<file path="src/rtl/mem_port_arbiter_pkg.sv">
// Shared types for the unified-memory port arbiter: FSM states, owner tags
// and the maximum supported read latency.
package arb_pkg;
  localparam int ARB_MAX_LAT = 8;

  typedef enum logic [1:0] {
    ARB_IDLE,
    ARB_ISSUE,
    ARB_WAIT,
    ARB_RESP
  } arb_state_t;

  typedef enum logic {
    OWN_FETCH,
    OWN_DATA
  } arb_owner_t;
endpackage

</file>
<file path="src/rtl/mem_port_arbiter_if.sv">
// Fetch, data, stall and memory-port signals of the arbiter, bundled.
// The slave view is the arbiter; the master view is the surrounding pipeline and memory.
interface mem_port_arbiter_if;
  logic        if_req_i;
  logic [31:0] if_addr_i;
  logic        if_gnt_o;
  logic        if_valid_o;
  logic [31:0] if_rdata_o;

  logic        d_req_i;
  logic        d_we_i;
  logic [31:0] d_addr_i;
  logic [31:0] d_wdata_i;
  logic        d_gnt_o;
  logic        d_valid_o;
  logic [31:0] d_rdata_o;

  logic        stall_o;

  logic        mem_en_o;
  logic        mem_we_o;
  logic [31:0] mem_addr_o;
  logic [31:0] mem_wdata_o;
  logic [31:0] mem_rdata_i;

  modport slave (
    input  if_req_i, if_addr_i, d_req_i, d_we_i, d_addr_i, d_wdata_i, mem_rdata_i,
    output if_gnt_o, if_valid_o, if_rdata_o, d_gnt_o, d_valid_o, d_rdata_o,
           stall_o, mem_en_o, mem_we_o, mem_addr_o, mem_wdata_o
  );

  modport master (
    output if_req_i, if_addr_i, d_req_i, d_we_i, d_addr_i, d_wdata_i, mem_rdata_i,
    input  if_gnt_o, if_valid_o, if_rdata_o, d_gnt_o, d_valid_o, d_rdata_o,
           stall_o, mem_en_o, mem_we_o, mem_addr_o, mem_wdata_o
  );
endinterface

</file>
<file path="src/rtl/mem_port_arbiter.sv">
// Single-outstanding arbiter between fetch and load/store on one memory port.
// Define ARB_FETCH_GUARD_EN to let fetch win after MAX_DATA_RUN back-to-back data grants.
module mem_port_arbiter
  import arb_pkg::*;
#(
  parameter int MEM_LAT      = 2,
  parameter int MAX_DATA_RUN = 4
) (
  input logic               clk_i,
  input logic               rst_i,
  mem_port_arbiter_if.slave bus
);

  localparam int LAT_W = $clog2(MEM_LAT + 1);

  if (MEM_LAT < 1 || MEM_LAT > ARB_MAX_LAT || MAX_DATA_RUN < 1) begin : g_cfg_err
    $error("mem_port_arbiter: MEM_LAT or MAX_DATA_RUN out of range");
  end

  arb_state_t       state_q, state_d;
  arb_owner_t       owner_q, owner_d;
  logic             we_q, we_d;
  logic [31:0]      addr_q, addr_d;
  logic [31:0]      wdata_q, wdata_d;
  logic [31:0]      if_rdata_q, if_rdata_d;
  logic [31:0]      d_rdata_q, d_rdata_d;
  logic [LAT_W-1:0] lat_cnt_q, lat_cnt_d;
  logic             take_data;
  logic             d_valid;

`ifdef ARB_FETCH_GUARD_EN
  localparam int RUN_W = $clog2(MAX_DATA_RUN + 1);
  logic [RUN_W-1:0] run_cnt_q, run_cnt_d;
`endif

  always_comb begin
    state_d        = state_q;
    owner_d        = owner_q;
    we_d           = we_q;
    addr_d         = addr_q;
    wdata_d        = wdata_q;
    if_rdata_d     = if_rdata_q;
    d_rdata_d      = d_rdata_q;
    lat_cnt_d      = lat_cnt_q;
    take_data      = 1'b0;
    d_valid        = 1'b0;
    bus.if_gnt_o   = 1'b0;
    bus.if_valid_o = 1'b0;
    bus.d_gnt_o    = 1'b0;
    bus.mem_en_o   = 1'b0;
    bus.mem_we_o   = 1'b0;
    bus.mem_addr_o = '0;
    bus.mem_wdata_o = '0;
`ifdef ARB_FETCH_GUARD_EN
    run_cnt_d      = run_cnt_q;
`endif

    case (state_q)
      ARB_IDLE: begin
`ifdef ARB_FETCH_GUARD_EN
        take_data = bus.d_req_i && !(bus.if_req_i && run_cnt_q == RUN_W'(MAX_DATA_RUN));
        // Count only data wins that made a waiting fetch lose; anything else restarts the run.
        if (bus.if_req_i && take_data) run_cnt_d = run_cnt_q + RUN_W'(1);
        else                           run_cnt_d = '0;
`else
        take_data = bus.d_req_i;
`endif
        if (take_data) begin
          owner_d = OWN_DATA;
          we_d    = bus.d_we_i;
          addr_d  = bus.d_addr_i;
          wdata_d = bus.d_wdata_i;
          state_d = ARB_ISSUE;
        end else if (bus.if_req_i) begin
          owner_d = OWN_FETCH;
          we_d    = 1'b0;
          addr_d  = bus.if_addr_i;
          wdata_d = '0;
          state_d = ARB_ISSUE;
        end
      end
      ARB_ISSUE: begin
        bus.mem_en_o    = 1'b1;
        bus.mem_we_o    = we_q;
        bus.mem_addr_o  = addr_q;
        bus.mem_wdata_o = wdata_q;
        bus.d_gnt_o     = (owner_q == OWN_DATA);
        bus.if_gnt_o    = (owner_q == OWN_FETCH);
        lat_cnt_d       = LAT_W'(1);
        state_d         = ARB_WAIT;
      end
      ARB_WAIT: begin
        if (lat_cnt_q == LAT_W'(MEM_LAT)) begin
          if (!we_q) begin
            if (owner_q == OWN_DATA) d_rdata_d  = bus.mem_rdata_i;
            else                     if_rdata_d = bus.mem_rdata_i;
          end
          lat_cnt_d = '0;
          state_d   = ARB_RESP;
        end else begin
          lat_cnt_d = lat_cnt_q + LAT_W'(1);
        end
      end
      ARB_RESP: begin
        d_valid        = (owner_q == OWN_DATA);
        bus.if_valid_o = (owner_q == OWN_FETCH);
        state_d        = ARB_IDLE;
      end
      default: state_d = ARB_IDLE;
    endcase

    bus.d_valid_o = d_valid;
    // Hold fetch/decode from the request cycle until the data response is returned.
    bus.stall_o   = (bus.d_req_i || (state_q != ARB_IDLE && owner_q == OWN_DATA)) && !d_valid;
  end

  assign bus.if_rdata_o = if_rdata_q;
  assign bus.d_rdata_o  = d_rdata_q;

  always_ff @(posedge clk_i) begin
    if (rst_i) begin
      state_q    <= ARB_IDLE;
      owner_q    <= OWN_FETCH;
      we_q       <= 1'b0;
      addr_q     <= '0;
      wdata_q    <= '0;
      if_rdata_q <= '0;
      d_rdata_q  <= '0;
      lat_cnt_q  <= '0;
`ifdef ARB_FETCH_GUARD_EN
      run_cnt_q  <= '0;
`endif
    end else begin
      state_q    <= state_d;
      owner_q    <= owner_d;
      we_q       <= we_d;
      addr_q     <= addr_d;
      wdata_q    <= wdata_d;
      if_rdata_q <= if_rdata_d;
      d_rdata_q  <= d_rdata_d;
      lat_cnt_q  <= lat_cnt_d;
`ifdef ARB_FETCH_GUARD_EN
      run_cnt_q  <= run_cnt_d;
`endif
    end
  end

endmodule

</file>
<file path="src/flat_wrapper.sv">
// flat-port wrapper written by rule: the top's interface ports become plain ports
module mem_port_arbiter_flat import arb_pkg::*;
#(
  parameter int MEM_LAT      = 2,
  parameter int MAX_DATA_RUN = 4
)
  (clk_i, rst_i, bus_if_req_i, bus_if_addr_i, bus_d_req_i, bus_d_we_i, bus_d_addr_i, bus_d_wdata_i, bus_mem_rdata_i, bus_if_gnt_o, bus_if_valid_o, bus_if_rdata_o, bus_d_gnt_o, bus_d_valid_o, bus_d_rdata_o, bus_stall_o, bus_mem_en_o, bus_mem_we_o, bus_mem_addr_o, bus_mem_wdata_o);
  mem_port_arbiter_if bus_i ();
  input logic clk_i;
  input logic rst_i;
  input wire logic [$bits(bus_i.if_req_i)-1:0] bus_if_req_i;
  input wire logic [$bits(bus_i.if_addr_i)-1:0] bus_if_addr_i;
  input wire logic [$bits(bus_i.d_req_i)-1:0] bus_d_req_i;
  input wire logic [$bits(bus_i.d_we_i)-1:0] bus_d_we_i;
  input wire logic [$bits(bus_i.d_addr_i)-1:0] bus_d_addr_i;
  input wire logic [$bits(bus_i.d_wdata_i)-1:0] bus_d_wdata_i;
  input wire logic [$bits(bus_i.mem_rdata_i)-1:0] bus_mem_rdata_i;
  output wire logic [$bits(bus_i.if_gnt_o)-1:0] bus_if_gnt_o;
  output wire logic [$bits(bus_i.if_valid_o)-1:0] bus_if_valid_o;
  output wire logic [$bits(bus_i.if_rdata_o)-1:0] bus_if_rdata_o;
  output wire logic [$bits(bus_i.d_gnt_o)-1:0] bus_d_gnt_o;
  output wire logic [$bits(bus_i.d_valid_o)-1:0] bus_d_valid_o;
  output wire logic [$bits(bus_i.d_rdata_o)-1:0] bus_d_rdata_o;
  output wire logic [$bits(bus_i.stall_o)-1:0] bus_stall_o;
  output wire logic [$bits(bus_i.mem_en_o)-1:0] bus_mem_en_o;
  output wire logic [$bits(bus_i.mem_we_o)-1:0] bus_mem_we_o;
  output wire logic [$bits(bus_i.mem_addr_o)-1:0] bus_mem_addr_o;
  output wire logic [$bits(bus_i.mem_wdata_o)-1:0] bus_mem_wdata_o;
  assign bus_i.if_req_i = bus_if_req_i;
  assign bus_i.if_addr_i = bus_if_addr_i;
  assign bus_i.d_req_i = bus_d_req_i;
  assign bus_i.d_we_i = bus_d_we_i;
  assign bus_i.d_addr_i = bus_d_addr_i;
  assign bus_i.d_wdata_i = bus_d_wdata_i;
  assign bus_i.mem_rdata_i = bus_mem_rdata_i;
  assign bus_if_gnt_o = bus_i.if_gnt_o;
  assign bus_if_valid_o = bus_i.if_valid_o;
  assign bus_if_rdata_o = bus_i.if_rdata_o;
  assign bus_d_gnt_o = bus_i.d_gnt_o;
  assign bus_d_valid_o = bus_i.d_valid_o;
  assign bus_d_rdata_o = bus_i.d_rdata_o;
  assign bus_stall_o = bus_i.stall_o;
  assign bus_mem_en_o = bus_i.mem_en_o;
  assign bus_mem_we_o = bus_i.mem_we_o;
  assign bus_mem_addr_o = bus_i.mem_addr_o;
  assign bus_mem_wdata_o = bus_i.mem_wdata_o;
  mem_port_arbiter #(.MEM_LAT(MEM_LAT), .MAX_DATA_RUN(MAX_DATA_RUN)) u_core (.clk_i(clk_i), .rst_i(rst_i), .bus(bus_i));
endmodule
</file>
<file path="config.mk">
export PLATFORM = sky130hd
export DESIGN_NAME = mem_port_arbiter_flat
export DESIGN_NICKNAME = d
export VERILOG_FILES = /design/src/rtl/mem_port_arbiter_pkg.sv /design/src/rtl/mem_port_arbiter_if.sv /design/src/rtl/mem_port_arbiter.sv /design/src/flat_wrapper.sv
export SDC_FILE = /design/constraint.sdc
export NUM_CORES = 1
export LEC_CHECK = 0
export BUFFER_PORTS_ARGS = -buffer_cell sky130_fd_sc_hd__buf_4
export CAP_MARGIN = 0
export CORE_AREA = 8 8 132 134
export CTS_BUF_LIST = sky130_fd_sc_hd__clkbuf_8 sky130_fd_sc_hd__clkbuf_16
export DETAILED_ROUTE_END_ITERATION = 10
export DIE_AREA = 0 0 140 142
export HOLD_SLACK_MARGIN = 0.06
export PLACE_DENSITY = 0.69
export SLEW_MARGIN = 40
export SYNTH_ARGS = -nofsm -noshare
export SYNTH_HDL_FRONTEND = slang
export SYNTH_SLANG_ARGS = --single-unit
</file>
<file path="constraint.sdc">
create_clock -name clk_i -period 2.1 [get_ports clk_i]
set_input_delay 0.21 -clock clk_i [delete_from_list [all_inputs] [get_ports clk_i]]
set_output_delay 0.21 -clock clk_i [all_outputs]
set_load 0.02 [all_outputs]
</file>
* Yosys cells after proc, flatten, opt, wreduce, memory -nomap -nowiden
Cells that the tools add are included.
Word-level totals: memory bits (writable) 0, bits in registers 134, output and inout port bits 135, logic and storage cells 50, bits in latches 0, memories 0, input port bits 133, memory bits (read-only) 0
Operators by class: reduce and logical (&&, ||, !) cells 12, shift operators 0, multiplexer cells 21, bitwise logic cells 2, multiply operators 0, add/sub/neg operators 1, magnitude comparators 0, div/mod/pow operators 0, equality and inequality tests 6
Operator list (count):
- 32-bit two-way mux | 6
- 1-bit two-way mux | 9
- 2-bit two-way mux | 4
- 2-bit case mux with 4 select lines | 1
- 4-bit AND reduction | 2
- 2-bit equality test (second input constant) | 3
- 2-bit nonzero test | 3
- 2-bit case mux with 2 select lines | 1
- 2-bit AND reduction | 2
- 3-bit inequality test (second input constant) | 1
- 2-bit by 1-bit adder with 2-bit output (second input constant) | 1
- 2-bit by 1-bit equality test with 1-bit output (second input constant) | 1
- 1-bit logical AND | 2
- 2-bit logical NOT | 1
- 2-bit by 1-bit inequality test with 1-bit output (second input constant) | 1
- 1-bit NOT | 2
- 1-bit logical NOT | 1
- 1-bit logical OR | 1

* Depth between registers and ports, before layout
depth after elaboration 4, gate-level depth with buffers 7, depth with buffers taken out 5

* Least setup slack after synthesis
No wires, ideal clock.
path kind reg2out, start register u_core.state_q[1], end output bus_mem_wdata_o[10], required time 1.890 ns, data arrival time 1.429 ns, slack 0.461 ns, stages on the path, launching flop included 6, buffers on the path 2, path through dfxtp_1 -> inv_1 -> ha_1 -> clkbuf_1 -> clkbuf_1 -> and2_1
Between the ends: word-level cells in the longest chain between the ends 2
Ends and longest elaborated chain:
- start: declaration | RTL line mem_port_arbiter.sv:20 | arb_state_t state_q, state_d;
- start signal: assignment | RTL line mem_port_arbiter.sv:134 | state_q <= state_d;
- 2-bit by 1-bit equality test with 1-bit output | RTL line mem_port_arbiter.sv:58 | case (state_q)
- 32-bit two-way mux | RTL line mem_port_arbiter.sv:58
- end: declaration | RTL line flat_wrapper.sv:28 | output wire logic [$bits(bus_i.mem_wdata_o)-1:0] bus_mem_wdata_o;
Every way passes these cells.

* Worst setup path in the final report
start register u_core.state_q[1], end output bus_if_gnt_o
Between the ends: word-level cells in the longest chain between the ends 2
Ends and longest elaborated chain:
- 2-bit by 1-bit equality test with 1-bit output | RTL line mem_port_arbiter.sv:58
- 1-bit two-way mux | RTL line mem_port_arbiter.sv:58
- end: declaration | RTL line flat_wrapper.sv:18 | output wire logic [$bits(bus_i.if_gnt_o)-1:0] bus_if_gnt_o;
Every way passes these cells.

==> impl_results.md <==
- IO buf count: approximately 270
- DR pass1 iterations: 6
- Area grow syn2layout: 45.1%
- FP Rows: 46
- Final setup viols: 0
- First-pass GRT wire length: 27300 µm
- Final Max Slew Viols: 0
- Mapped Cells: 647
- Drt via density: 4.68
- Routed WL: 17200 µm
- Combinational power share: 0.304
- Hold Vio Cnt, Final: 0
- CTS Root Cell: clkbuf_16
- R2R depth: 6
- Max-cap violations: 0
- HP Class: in -> reg
- Req. time, crit path: around 1.9 ns
- Sw Pwr: 2.73 mW
- Hold Slack: around 0.08 ns
- Cell area after layout: 8760 µm²
- Worst Path Arrival: 1.69 ns
- RSZ-0062 raised after global routing: false
- Yosys cell types: 30
- Period utilization: 0.906
- Top Metal Used: met4
- Crit Path Max Fanout: 38
- Tot GR Track Use: 0.172
- Yosys reg bits: 134
- Core Box Area: 15400 µm²
- Post-cts hold buffer count: 5
- Initial antenna violation count: 0
- Seq/Total Area, Yosys: 0.444
- Worst VDD drop: 0.539 mV
- CTS HTree Levels: 4
- Mapped cell area: 6040 µm²
- Avg Cell Area, Syn: 9.33 µm²
- 1st-iter DRT viols: between 300 and 400
- TritonCTS Buffers: 17
- Share of layout cells above drive strength 1: 0.348
- Die width: 140 µm
- Area after DPL: 8160 µm²
- Routed length on met2: 7760 µm
- HPWL Detailed: ~13000 µm
- CTS tree: yes
- Hold Crit Depth: 3
- Die Y: about 140 µm
- Slew margin rel.: 0.615
- Number of setup buffers added after CTS: 0
- Vias in the first global route: roughly 5200
- Switching Share: 0.326
- CP endpoint kind: output pin
- I/O pin count: between 200 and 300
- Met1 wire length: 7560 µm
- Fmax: 526 MHz
- Die area: a little under 20000 µm²
- Clock power frac: 0.329
- Routability congestion estimate: between 0.7 and 0.8
- CTS sink cnt: 134
- Min Tclk post-route: 1.90 ns
- Setup Skew: 0.00621 ns
- Sequential power share: 0.367
- Largest net degree at the start of global routing: 57
- DRC Markers: 0
- Setup TNS: 0 ns
- Critical path class: reg -> out
- Most common cell after layout, fill and taps aside: buf_4
- Syn Nets: ~800
- Power Dens Cells: 954 nW/µm²
- Worst-path clk slew: roughly 0.060 ns
- Final net count: 1035
- DR vias: around 5200
- Worst-Margin Slew: 0.576 ns
- Met3 WL: 1610 µm
- Clock tree buffer depth: 2
- Static Leak: between 4 and 5 nW
- Yosys warnings: 0
- Initial Util: 0.392
- Int Power: approximately 5.6 mW
- Worst-Skew Late Latency: 0.41 ns
- Grt total ovfl: 0
- WL/cell: 15.6 µm
- Most frequent cells in the layout: buf_4, dfxtp_1, nand2b_1, mux2i_1, and2_1
- Critical Path Source Type: flop
- Final ANT Viol Nets: 0
- Antenna diodes: 0
- Resize count post-CTS: 0
- Status: finished clean
==> cell usage after synthesis (all sizes together) <==
library cell | n | area share
nand2 | 35 | 0.022
or2b | 1 | 0.0012
ha | 5 | 0.010
nor2b | 2 | 0.0021
o211ai | 1 | 0.0012
nor3b | 1 | 0.0031
clkbuf | 25 | 0.016
o21ai | 2 | 0.0023
a211oi | 33 | 0.041
mux2 | 1 | 0.0019
inv | 3 | 0.0019
and2 | 67 | 0.069
dfxtp | 134 | 0.44
and3 | 1 | 0.0010
nand2b | 98 | 0.10
and3b | 1 | 0.0015
mux2i | 97 | 0.16
a22o | 1 | 0.0015
nand3b | 1 | 0.0012
buf | 30 | 0.034
a21oi | 35 | 0.029
nor2 | 37 | 0.023
o21a | 1 | 0.0012
nand3 | 35 | 0.030
==> power by group through the flow <==
| stage | clock network, mW | logic (mW) | registers (mW) |
|---|---|---|---|
| 2_1_floorplan | 0 | 1.68 | 3.06 |
| 3_3_place_gp | 0 | 2.52 | 3.11 |
| 3_5_place_dp | 0 | 2.54 | 3.12 |
| 4_1_cts | 2.82 | 2.56 | 3.07 |
| 5_1_grt | 2.94 | 2.82 | 3.11 |
| 6_report | 2.75 | 2.55 | 3.07 |
==> worst max-delay path, stage by stage (launching register included) <==
cell and delay, ns:
dfxtp_1 0.35, inv_1 0.09, ha_2 0.17, buf_4 0.31, nor2b_1 0.20, buf_4 0.16
==> area by class of cell <==
type / count / area [µm²]
clock buffers: 20 / 467
clock inverters: 11 / 85.1
inverters: 3 / 11.3
fillers: 1379 / 6660
repair buffers: 286 / 2220
multi-input cells: 455 / 3050
well taps: 192 / 240
flip-flops and latches: 134 / 2680
==> cells by family (layout without fill, tap and decap cells) <==
kind of cell               after synthesis  count (layout)  synth area share
AOI/OAI and AO/OA                       73              73            0.0762
adders and majority gates                5               5            0.0104
buffers and inverters                   58             320            0.0510
DFF                                    134             134             0.444
muxes                                   98              98             0.163
and+or+nand+nor                        279             279             0.256
==> sequential cells by signal (all words and copies together) (netlist names) <==
name and count:
u_core.state_q 2, u_core.wdata_q 32, u_core.owner_q 1, u_core.bus.d_rdata_o 32, u_core.bus.if_rdata_o 32, u_core.we_q 1, u_core.addr_q 32, u_core.lat_cnt_q 2
==> worst paths after layout <==
kind                                   startpoint                              end  slack (ns)
hold / removal                   bus_d_wdata_i[6]   u_core.wdata_q[6]$_SDFFE_PP0P_        0.08
setup / recovery   u_core.state_q[1]$_SDFFE_PP0P_                     bus_if_gnt_o        0.20
setup reg to reg   u_core.state_q[0]$_SDFFE_PP0P_    u_core.addr_q[9]$_SDFFE_PP0P_        0.38
hold reg to reg   u_core.wdata_q[26]$_SDFFE_PP0P_  u_core.wdata_q[26]$_SDFFE_PP0P_        0.44
==> metal layers <==
layer | vias to the layer above | track usage
met2 | 178 | 0.270
met1 | 2286 | 0.203
met5 | - | 0
met4 | 0 | 0.0646
li1 | 2676 | -
met3 | 17 | 0.0788
==> metrics by stage <==
stage | setup slack [ns] | utilization | power (mW) | cells
6_report | 0.198 | 0.568 | 8.36 | 1101
5_1_grt | 0.0709 | 0.568 | 8.88 | 1101
4_1_cts | 0.163 | 0.568 | 8.45 | 1101
3_5_place_dp | 0.425 | 0.529 | 5.66 | 1065
3_3_place_gp | 0.481 | 0.529 | 5.64 | 1065
2_1_floorplan | 0.461 | - | 4.74 | 647
Note: power is estimated with default switching activity, not from simulation.
